==> src/rtl/half_adder_seq_ctrl.sv <==
// Bit-serial WIDTH-bit adder controller that time-shares one external,
// combinational half adder. Each operand bit uses two half-adder passes:
// P1 adds a[i]+b[i], and P2 adds that partial sum to the running carry.
// Optional feature macro: SERIAL_ADD_OVF_EN adds the signed-overflow output ovf.
module half_adder_seq_ctrl #(
    parameter int unsigned WIDTH = 8,
    parameter int unsigned CNT_W = 3
) (
    input  logic             clk,
    input  logic             rst,
    input  logic             in_valid,
    output logic             in_ready,
    input  logic [WIDTH-1:0] a_in,
    input  logic [WIDTH-1:0] b_in,
    output logic             ha_a,
    output logic             ha_b,
    input  logic             ha_sum,
    input  logic             ha_carry,
    output logic             out_valid,
    input  logic             out_ready,
    output logic [WIDTH-1:0] sum_out,
    output logic             cout
`ifdef SERIAL_ADD_OVF_EN
    ,
    output logic             ovf
`endif
);

    typedef enum logic [1:0] {StIdle, StP1, StP2, StDone} state_e;

    state_e             state_q, state_d;
    logic [WIDTH-1:0]   a_q, a_d;
    logic [WIDTH-1:0]   b_q, b_d;
    logic [WIDTH-1:0]   sum_q, sum_d;
    logic               carry_q, carry_d;
    logic               s1_q, s1_d;
    logic               c1_q, c1_d;
    logic [CNT_W-1:0]   idx_q, idx_d;
`ifdef SERIAL_ADD_OVF_EN
    logic               cim_q, cim_d;
`endif

    localparam logic [CNT_W-1:0] IdxLast = CNT_W'(WIDTH - 1);
`ifdef SERIAL_ADD_OVF_EN
    localparam logic [CNT_W-1:0] IdxPenult = CNT_W'(WIDTH - 2);
`endif

    // State and datapath registers.
    always_ff @(posedge clk or posedge rst) begin
        if (rst) begin
            state_q <= StIdle;
            a_q     <= '0;
            b_q     <= '0;
            sum_q   <= '0;
            carry_q <= 1'b0;
            s1_q    <= 1'b0;
            c1_q    <= 1'b0;
            idx_q   <= '0;
`ifdef SERIAL_ADD_OVF_EN
            cim_q   <= 1'b0;
`endif
        end else begin
            state_q <= state_d;
            a_q     <= a_d;
            b_q     <= b_d;
            sum_q   <= sum_d;
            carry_q <= carry_d;
            s1_q    <= s1_d;
            c1_q    <= c1_d;
            idx_q   <= idx_d;
`ifdef SERIAL_ADD_OVF_EN
            cim_q   <= cim_d;
`endif
        end
    end

    // Next-state logic and half-adder operand steering.
    always_comb begin
        state_d = state_q;
        a_d     = a_q;
        b_d     = b_q;
        sum_d   = sum_q;
        carry_d = carry_q;
        s1_d    = s1_q;
        c1_d    = c1_q;
        idx_d   = idx_q;
`ifdef SERIAL_ADD_OVF_EN
        cim_d   = cim_q;
`endif
        ha_a    = 1'b0;
        ha_b    = 1'b0;

        unique case (state_q)
            StIdle: begin
                if (in_valid) begin
                    a_d     = a_in;
                    b_d     = b_in;
                    carry_d = 1'b0;
                    idx_d   = '0;
                    state_d = StP1;
                end
            end
            StP1: begin
                ha_a    = a_q[idx_q];
                ha_b    = b_q[idx_q];
                s1_d    = ha_sum;
                c1_d    = ha_carry;
                state_d = StP2;
            end
            StP2: begin
                ha_a         = s1_q;
                ha_b         = carry_q;
                sum_d[idx_q] = ha_sum;
                // The two half-adder carries are mutually exclusive, so OR suffices.
                carry_d      = c1_q | ha_carry;
`ifdef SERIAL_ADD_OVF_EN
                if (idx_q == IdxPenult) begin
                    cim_d = c1_q | ha_carry;
                end
`endif
                if (idx_q == IdxLast) begin
                    state_d = StDone;
                end else begin
                    idx_d   = idx_q + CNT_W'(1);
                    state_d = StP1;
                end
            end
            StDone: begin
                if (out_ready) begin
                    state_d = StIdle;
                end
            end
            default: state_d = StIdle;
        endcase
    end

    // Handshake and result outputs, all derived from registered state.
    always_comb begin
        in_ready  = (state_q == StIdle);
        out_valid = (state_q == StDone);
        sum_out   = sum_q;
        cout      = carry_q;
`ifdef SERIAL_ADD_OVF_EN
        // Signed overflow: carry into the MSB differs from carry out of it.
        ovf       = (state_q == StDone) & (cim_q ^ carry_q);
`endif
    end

endmodule

==> config.mk <==
export PLATFORM = sky130hd
export DESIGN_NAME = half_adder_seq_ctrl
export DESIGN_NICKNAME = d
export VERILOG_FILES = /design/src/rtl/half_adder_seq_ctrl.sv
export SDC_FILE = /design/constraint.sdc
export NUM_CORES = 1
export LEC_CHECK = 0
export ABC_CLOCK_PERIOD_IN_PS = 1700
export BUFFER_PORTS_ARGS = -buffer_cell sky130_fd_sc_hd__clkbuf_2
export CAP_MARGIN = 25
export CORE_MARGIN = 2
export CORE_UTILIZATION = 53
export DETAILED_ROUTE_END_ITERATION = 7
export GPL_TIMING_DRIVEN = 0
export PLACE_DENSITY = 0.86
export RECOVER_POWER = 25
export SLEW_MARGIN = 20
export SYNTH_ARGS = -nofsm -noshare
export SYNTH_HDL_FRONTEND = slang
export SYNTH_SLANG_ARGS = --single-unit
==> constraint.sdc <==
create_clock -name clk -period 1.7 [get_ports clk]
set_input_delay 0 -clock clk [delete_from_list [all_inputs] [get_ports clk]]
set_output_delay 0 -clock clk [all_outputs]
set_load 0.05 [all_outputs]
# [After elaboration in Yosys (flattened, before gate mapping)]
# Cells that the tools add are included.
[classes] n_addsub=1 n_lt_le_gt_ge=2 n_eq_ne=7 muxes=18 n_bitwise=1 n_reduce_logical=7
[ops] cell="bitwise mux 8 bit" count=1
[ops] cell="case mux 2 bit (4 select lines)" count=1
[ops] cell="binary-select mux 1 bit (select 3 bit)" count=2
[ops] cell="two-way mux 2 bit" count=3
[ops] cell="two-way mux 3 bit" count=2
[ops] cell="case mux 1 bit (2 select lines)" count=3
[ops] cell="case mux 3 bit (2 select lines)" count=1
[ops] cell="AND reduction 2 bit" count=3
[ops] cell="== test 2 bit, second input constant" count=2
[ops] cell="less-than comparator 3 x 4 -> 1 bit, second input constant" count=1
[ops] cell="two-way mux 1 bit" count=4
[ops] cell="!= test 2 bit, second input constant" count=2
[ops] cell="adder 3 x 1 -> 3 bit, second input constant" count=1
[ops] cell="demux 1 bit (select 3 bit)" count=1
[ops] cell="== test 3 bit, second input constant" count=1
[ops] cell="greater-or-equal comparator 3 x 1 -> 1 bit, second input constant" count=1
[ops] cell="AND reduction 3 bit" count=1
[ops] cell="== test 2 x 1 -> 1 bit, second input constant" count=1
[ops] cell="logical NOT 2 bit" count=1
[ops] cell="!= test 2 x 1 -> 1 bit, second input constant" count=1
[ops] cell="nonzero test 2 bit" count=1
[ops] cell="logical AND 1 bit" count=1
[ops] cell="OR 1 bit" count=1
[totals] reg_bits=32 inputBits=22 output_inout_bits=13 word_cells=44

# [Depth between registers and ports, before layout]
# Gate-level depths: netlist of the first run.
[logic_depth] ltp_word=5 depth_mapped=6 mapped_depth_nobuf=6

# [Least setup slack after synthesis of the first run]
# OpenSTA, ideal clock, no wires.
[synth_timing] path_kind="reg-to-reg" from="register state_q[0]" to="register a_q[6]" setup_ns=0.125 t_arrival_ns=1.818 t_required_ns=1.575 path_slack_ns=-0.242 path_stages_with_launch=6 path_buffers=1 synth_period_minus_slack_ns=1.942 cell_sequence="dfrtp_1 > inv_1 > ha_1 > nand2_1 > buf_2 > mux2_2"
[synth_between] elab_chain_cells=2
[synth_rtl] item="start: declaration" line_no="31" text="state_e state_q, state_d;"
[synth_rtl] item="start signal: assignment" line_no="51" text="state_q <= StIdle;"
[synth_rtl] item="start signal: assignment" line_no="63" text="state_q <= state_d;"
[synth_rtl] item="logical NOT 2 bit"
[synth_rtl] item="via in_ready" line_no="12" text="output logic in_ready,"
[synth_rtl] item="AND reduction 2 bit (no line)"
[synth_rtl] item="end signal: assignment" line_no="52" text="a_q <= '0;"
[synth_rtl] item="end signal: assignment" line_no="64" text="a_q <= a_d;"
[synth_rtl] item="end: declaration" line_no="32" text="logic [WIDTH-1:0] a_q, a_d;"
# The timed path passes the listed nets, and every way through them passes these cells.
# A chain may end at the register's enable or synchronous reset.

# [Final worst setup path of the first run]
[layout_timing] from="register idx_q[0]" to="output ha_a"
[layout_between] elab_chain_cells=3
[layout_rtl] item="start: declaration" line_no="38" text="logic [CNT_W-1:0] idx_q, idx_d;"
[layout_rtl] item="start signal: assignment" line_no="70" text="idx_q <= idx_d;"
[layout_rtl] item="binary-select mux 1 bit (select 3 bit)" line_no="104" text="ha_a = a_q[idx_q];"
[layout_rtl] item="two-way mux 1 bit (implied by the code)" line_no="104"
[layout_rtl] item="case mux 1 bit (2 select lines)" line_no="93" text="unique case (state_q)"
[layout_rtl] item="end: declaration" line_no="15" text="output logic ha_a,"
# Every way passes these cells. The select of a mux whose other input is x is not followed.

==> out/summary.txt, run 1 <==
DP Wirelength -> 2489 um
failing checks -> DRC, setup timing
final setup TNS -> -0.1893 ns
DRT iter0 DRCs -> 42
Final setup viols -> 2
leading area contributor after synthesis -> dfrtp_1
Worst Reg2Reg Path Length in Cells -> 5
initial antenna violation count -> 0
Hold WS -> 0.03540 ns
H-tree lvl count -> 2
RR Startpoint -> state_q[1]$_DFFE_PP0P_
Setup WS post-layout -> -0.1260 ns
Worst VDD drop -> 1.304 mV
Layout Nets -> 216
max-slew violation count -> 0
startpoint class of the critical path -> flip-flop
RSZ-0062 raised after global routing -> yes
Worst Path Max Fanout -> 8
Distinct cells, synth -> 27
power density over the cells -> 1912 mW/mm^2
CP cell instances -> buf_6 -> mux2i_1 -> mux4_2 -> o21ai_2 -> buf_8
Clock Sinks -> 32
core area -> 0.002805 mm^2
CP Capture Type -> output pin
Routed WL per cell -> 17.84 um
vias in the first global route -> 1,401
CP max stage delay -> 0.48 ns
DP Worst Slack -> -0.06613 ns
Final Hold Vio Count -> 0
chip width -> 58.71 um
via/cell ratio -> 5.880
kind of critical path -> flip-flop to output pin
syn_nets -> 154
IO Port Bufs -> 34
Clock Skews -> 0.01525 ns
Routed Antenna Nets -> 0
global-route wire length before repair -> 6237 um
Placed Area -> 0.001823 mm^2
worst relative slew slack -> 48.62%
Top delay family on crit path -> multiplexers
minimum clock period -> 1.826 ns
CTS Buf Count -> 5
worst path bufs/invs -> 2
fin crit share -> 107.4%
Final Non-Filler Cells -> 216
layout cells sized above 1 -> 47.03%
global route overflow -> 0
antenna diode count -> 0
R2R Path End -> b_q[2]$_DFFE_PP0P_
pin count of the biggest net entering global routing -> 20
DR vias -> 1,270
Yosys top cell area share -> 50.47%
WL final -> 3854 um
GRT Total Usage -> 25.35%
FILL cells -> 171
Slew @ Worst Pin -> 0.7698 ns
CTS tree -> done
Total Power -> 4.062 mW
status -> complete, but fails checks
Yosys reg bits -> 32
sequential cell area fraction in the yosys report -> 50.47%
slowest cell on the critical path -> mux4_2
drt pass-1 iters -> 6
Leak -> 0.9695 nW
Max clock buf depth -> 2
drt drc -> 2
die area -> 0.003447 mm^2
CP required -> 1.70 ns
Initial Utilization -> 56.56%
maxcap violations -> 0
average size of a mapped cell -> 12.69 um^2
synth top area cells -> dfrtp_1 (50%), mux2_2 (19%), ha_1 (5.5%)
FMAX -> 0.5476 GHz
final instance area -> 0.002125 mm^2
Worst Hold Depth -> 2
# rows -> 19
clk root buf -> clkbuf_4
Boundary Pins -> 35
Worst Hold End -> sum_out[0]$_DFFE_PP0P_
final core occ -> 75.74%
Hold/Removal Path Class -> input pin to flip-flop
Clock transition at path regs -> 0.09 ns
RePlAce Congestion -> 0.8068
Worst R2R Setup Slack -> 0.07 ns
worst hold start -> ha_sum
total number of yosys warnings -> 0
CP Launch Point -> idx_q[0]$_DFFE_PP0P_
Area growth, synth to finish -> 33.91%
Data arrival, critical path -> 1.83 ns
cell area after synthesis -> 0.001587 mm^2
Synth Instances -> 125
Cells after DPL -> 191
worst-skew pair later-pin latency -> 0.34 ns
Die Span Y -> 58.71 um
## placed cells by master (no fill, tap or decap), drive strengths merged
cell type	n
a21oi	2
a22o	4
a31oi	1
buf	10
clkbuf	38
dfrtp	32
dlygate4sd3	18
ha	7
inv	4
mux2	27
mux2i	6
mux4	2
nand2	7
nand2b	2
nand3	4
nand3b	1
nand4	2
nand4b	2
nor2	4
nor2b	1
nor3	1
nor3b	2
o21ai	8
## cells by family after synthesis
family	synth area share (%)
compound gates	5.994
fa+ha+maj	5.520
buf+inv	3.312
flops	50.47
mux	26.03
simple gates	8.675
## flip-flops by register name, summed over array words and instances (netlist names)
name     cells
sum_out      8
cout         1
s1_q         1
b_q          8
state_q      2
a_q          8
c1_q         1
idx_q        3
## per-layer routing
metal	routed length [um]	vias to the layer above	share of wire (%)	track usage (%)
met4	112	0	2.9	12.01
met2	2130	49	55	47.03
met3	190	13	4.9	7.473
met1	1421	639	37	25.84
li1	-	569	-	-
met5	0	-	0	0
## power by group
group          switching [mW]  internal [mW]
Sequential              0.239           1.13
Combinational            1.32          0.997
Clock                   0.243          0.138
Total                    1.80           2.26
## Yosys cell counts (all sizes together)
master	count
nor2	4
a31oi	1
inv	4
dfrtp	32
nand4b	2
o21ai	8
mux4	2
a22o	4
nand2b	2
nand3b	1
nor3b	2
nand4	2
mux2i	6
nand2	7
nand3	4
mux2	27
clkbuf	1
nor3	1
nor2b	1
a21oi	2
buf	5
ha	7
## how the worst max path moves through the flow
stage                          to  slack (ns)  depth (start not counted)
3_3_place_gp   b_q[5]$_DFFE_PP0P_        0.04                          5
6_report                     ha_a       -0.13                          5
4_1_cts                      ha_a       -0.15                          5
2_1_floorplan                ha_b        0.04                          6
5_1_grt                      ha_a       -0.19                          5
3_5_place_dp   b_q[2]$_DFFE_PP0P_       -0.07                          5
## layout make-up
| type | count | area [um^2] | area share (%) |
|---|---|---|---|
| inverters | 4 | 15.01 | 0.7067 |
| flip-flops and latches | 32 | 802.0 | 37.75 |
| clock buffers | 5 | 37.54 | 1.767 |
| multi-input cells | 83 | 788.3 | 37.10 |
| plain buffers | 6 | 43.79 | 2.061 |
| well taps | 31 | 38.79 | 1.826 |
| repair buffers | 55 | 399.1 | 18.79 |
## what timing repair did
action	CTS	global route
resized for setup	13	10
hold buffers	18	0
pin swaps	1	1
buffers inserted	1	1
endpoints found under the hold margin	35	0
endpoints found under the setup margin	15	6
(Power assumes the default switching activity.)
==> run 2, diff against run 1 <==
--- a/config.mk
+++ b/config.mk
@@ -9,10 +9,11 @@
 export BUFFER_PORTS_ARGS = -buffer_cell sky130_fd_sc_hd__clkbuf_2
 export CAP_MARGIN = 25
 export CORE_MARGIN = 2
-export CORE_UTILIZATION = 53
+export CORE_UTILIZATION = 55
+export CTS_BUF_LIST = sky130_fd_sc_hd__clkbuf_4
 export DETAILED_ROUTE_END_ITERATION = 7
 export GPL_TIMING_DRIVEN = 0
-export PLACE_DENSITY = 0.86
+export PLACE_DENSITY = 0.89
 export RECOVER_POWER = 25
 export SLEW_MARGIN = 20
 export SYNTH_ARGS = -nofsm -noshare
==> run 2 against run 1 <==
Against the previous run: the flow finishes with violations (setup timing); clock-buffer cell count rose by 1; final cell count up 0.93%; global-route usage up 1.9 points; worst hold slack lost 0.026 ns; utilization increased by 1.6 points.
==> out/summary.txt, run 2 (same netlist as run 1, synthesis figures left out) <==
maxcap violations -> 0 (unchanged)
FMAX -> 0.5360 GHz (-2.1%)
startpoint class of the critical path -> flip-flop
worst-skew pair later-pin latency -> 0.35 ns (about the same)
Total Power -> 4.106 mW (+1.1%)
Leak -> 0.9831 nW (+1.4%)
worst relative slew slack -> 49.77% (+1.2 points)
Worst Reg2Reg Path Length in Cells -> 5 (unchanged)
drt pass-1 iters -> 4 (-2)
Placed Area -> 0.001823 mm^2 (unchanged)
Layout Nets -> 216 (unchanged)
global route overflow -> 0 (unchanged)
CTS Buf Count -> 5 (unchanged)
WL final -> 4002 um (+3.8%)
pin count of the biggest net entering global routing -> 20 (unchanged)
Final Hold Vio Count -> 0 (unchanged)
sequential power share -> 33.5% (about the same)
Clock power frac -> 10.4% (+1.0 points)
Worst Hold Depth -> 2 (unchanged)
global-route wire length before repair -> 6368 um (+2.1%)
vias in the first global route -> 1,392 (-0.64%)
Worst VDD drop -> 1.468 mV (+13%)
status -> complete, but fails checks
Critical Path End -> ha_a
H-tree lvl count -> 2 (unchanged)
Setup WS post-layout -> -0.1655 ns (-0.03950 ns)
CP max stage delay -> 0.48 ns (about the same)
Clock transition at path regs -> 0.10 ns (about the same)
Final Non-Filler Cells -> 218 (+0.93%)
Slew @ Worst Pin -> 0.7526 ns (-0.01724 ns)
Clock Sinks -> 32 (unchanged)
layout cells sized above 1 -> 49.20% (+2.2 points)
CP cell instances -> buf_6 -> mux2i_1 -> mux4_2 -> o21ai_2 -> buf_8
die area -> 0.003330 mm^2 (-3.4%)
Initial Utilization -> 57.53% (+0.98 points)
CP Launch Point -> idx_q[0]$_DFFE_PP0P_
FILL cells -> 154 (-9.9%)
chip width -> 57.71 um (-1.7%)
fin crit share -> 109.7% (+2.3 points)
Switching Share -> 44.52% (+0.17 points)
core area -> 0.002758 mm^2 (-1.7%)
Routed WL per cell -> 18.36 um (+2.9%)
slowest cell on the critical path -> mux4_2
most frequent cells in the layout -> clkbuf_2 (33), dfrtp_1 (30), mux2_2 (27), dlygate4sd3_1 (18)
antenna diode count -> 0 (unchanged)
minimum clock period -> 1.866 ns (+0.03950 ns)
Data arrival, critical path -> 1.87 ns (+0.04 ns)
power density over the cells -> 1926 mW/mm^2 (+0.73%)
kind of critical path -> flip-flop to output pin
multi-input combinational cell area -> 783.3 um^2 (-0.63%)
clk root buf -> clkbuf_4
Cells after DPL -> 191 (unchanged)
failing checks -> setup timing
DRT iter0 DRCs -> 53 (+26%)
max-slew violation count -> 0 (unchanged)
most common cell after layout, fill and taps aside -> clkbuf_2
# rows -> 19 (unchanged)
Worst R2R Setup Slack -> 0.06 ns (about the same)
Boundary Pins -> 35 (unchanged)
Hold/Removal Path Class -> input pin to flip-flop
DP Worst Slack -> -0.1432 ns (-0.07704 ns)
Final setup viols -> 2 (unchanged)
DP Wirelength -> 2539 um (+2.0%)
NetSw -> 1.828 mW (+1.5%)
Worst Path Max Fanout -> 7 (-1)
initial antenna violation count -> 0 (unchanged)
CP Capture Type -> output pin
Routed Antenna Nets -> 0 (unchanged)
Comb power frac -> 56.1% (-0.9 points)
CTS tree -> done
RR Startpoint -> idx_q[0]$_DFFE_PP0P_
Area growth, synth to finish -> 34.38%
register area -> 803.3 um^2 (+0.16%)
DR vias -> 1,287 (+1.3%)
Die Span Y -> 57.71 um (-1.7%)
RSZ-0062 raised after global routing -> yes
R2R Path End -> idx_q[0]$_DFFE_PP0P_
Max clock buf depth -> 2 (unchanged)
Clock Skews -> 0.01486 ns (-0.0003863 ns)
P_int -> 2.278 mW (+0.77%)
GRT Total Usage -> 27.25% (+1.9 points)
IO Port Bufs -> 34 (unchanged)
drt drc -> 0 (-2)
final instance area -> 0.002132 mm^2 (+0.35%)
RePlAce Congestion -> 0.8400 (+4.1%)
via/cell ratio -> 5.904 (+0.41%)
CP required -> 1.70 ns (about the same)
final core occ -> 77.31% (+1.6 points)
[run 2: cell types whose count changed in the layout (fill, tap and decap cells not counted), sizes merged]
| cell | previous run | this run |
|---|---|---|
| buf | 10 | 9 |
| clkinv | 0 | 1 |
| clkbuf | 38 | 39 |
| dlymetal6s4s | 0 | 1 |
[run 2: metal layers]
metal	wire (um)	GRT usage, %
met5	0	0
met4	146	14.29
met3	209	9.152
met2	2154	48.38
met1	1491	28.31
[run 2: final cells by class]
cell class | instances | area share, %
timing repair buffer | 55 | 18.66
sequential | 32 | 37.68
clock buffer | 6 | 2.113
inverter | 4 | 0.7042
buffer | 6 | 2.054
clock inverter | 1 | 0.2347
multi-input combinational | 83 | 36.74
tap | 31 | 1.819
[run 2: power groups by stage]
stage | sequential (mW) | clock, mW | combinational [mW]
2_1_floorplan | 1.60 | 0 | 1.31
6_report | 1.38 | 0.426 | 2.30
3_3_place_gp | 1.32 | 0 | 1.90
5_1_grt | 1.41 | 0.480 | 2.42
4_1_cts | 1.35 | 0.431 | 2.19
3_5_place_dp | 1.36 | 0 | 2.02
[run 2: critical path, delay by kind of cell (launching register included)]
| kind | cells | cell delay [ns] |
|---|---|---|
| multiplexers | 2 | 0.62 |
| AO/OA/AOI/OAI | 1 | 0.16 |
| buffers and inverters | 2 | 0.32 |
| flip-flops | 1 | 0.42 |
[run 2: metrics by stage]
step | hold WS (ns) | TNS (ns)
after floorplan | 0.1162 | 0
after global placement | 0.2332 | 0
after detailed placement | 0.1630 | -0.7774
after CTS | 0.01427 | -0.2277
after global routing | 0.03431 | -0.4013
final | 0.009572 | -0.3139
[run 2: how the worst min path moves through the flow]
stage / to / startpoint / slack [ns]
2_1_floorplan: a_q[0]$_DFFE_PP0P_ / rst / 0.12
3_3_place_gp: b_q[4]$_DFFE_PP0P_ / b_in[4] / 0.23
3_5_place_dp: a_q[4]$_DFFE_PP0P_ / rst / 0.16
4_1_cts: cout$_DFFE_PP0P_ / in_valid / 0.01
5_1_grt: sum_out[0]$_DFFE_PP0P_ / ha_sum / 0.03
6_report: sum_out[7]$_DFFE_PP0P_ / ha_sum / 0.01
[run 2: repair_timing]
action	CTS	global route
endpoints found under the hold margin	36	0
setup buffers	2	0
cloned	0	0
endpoints found under the setup margin	16	18
pin swaps	2	1
hold buffers	18	0
gates resized for setup	13	11
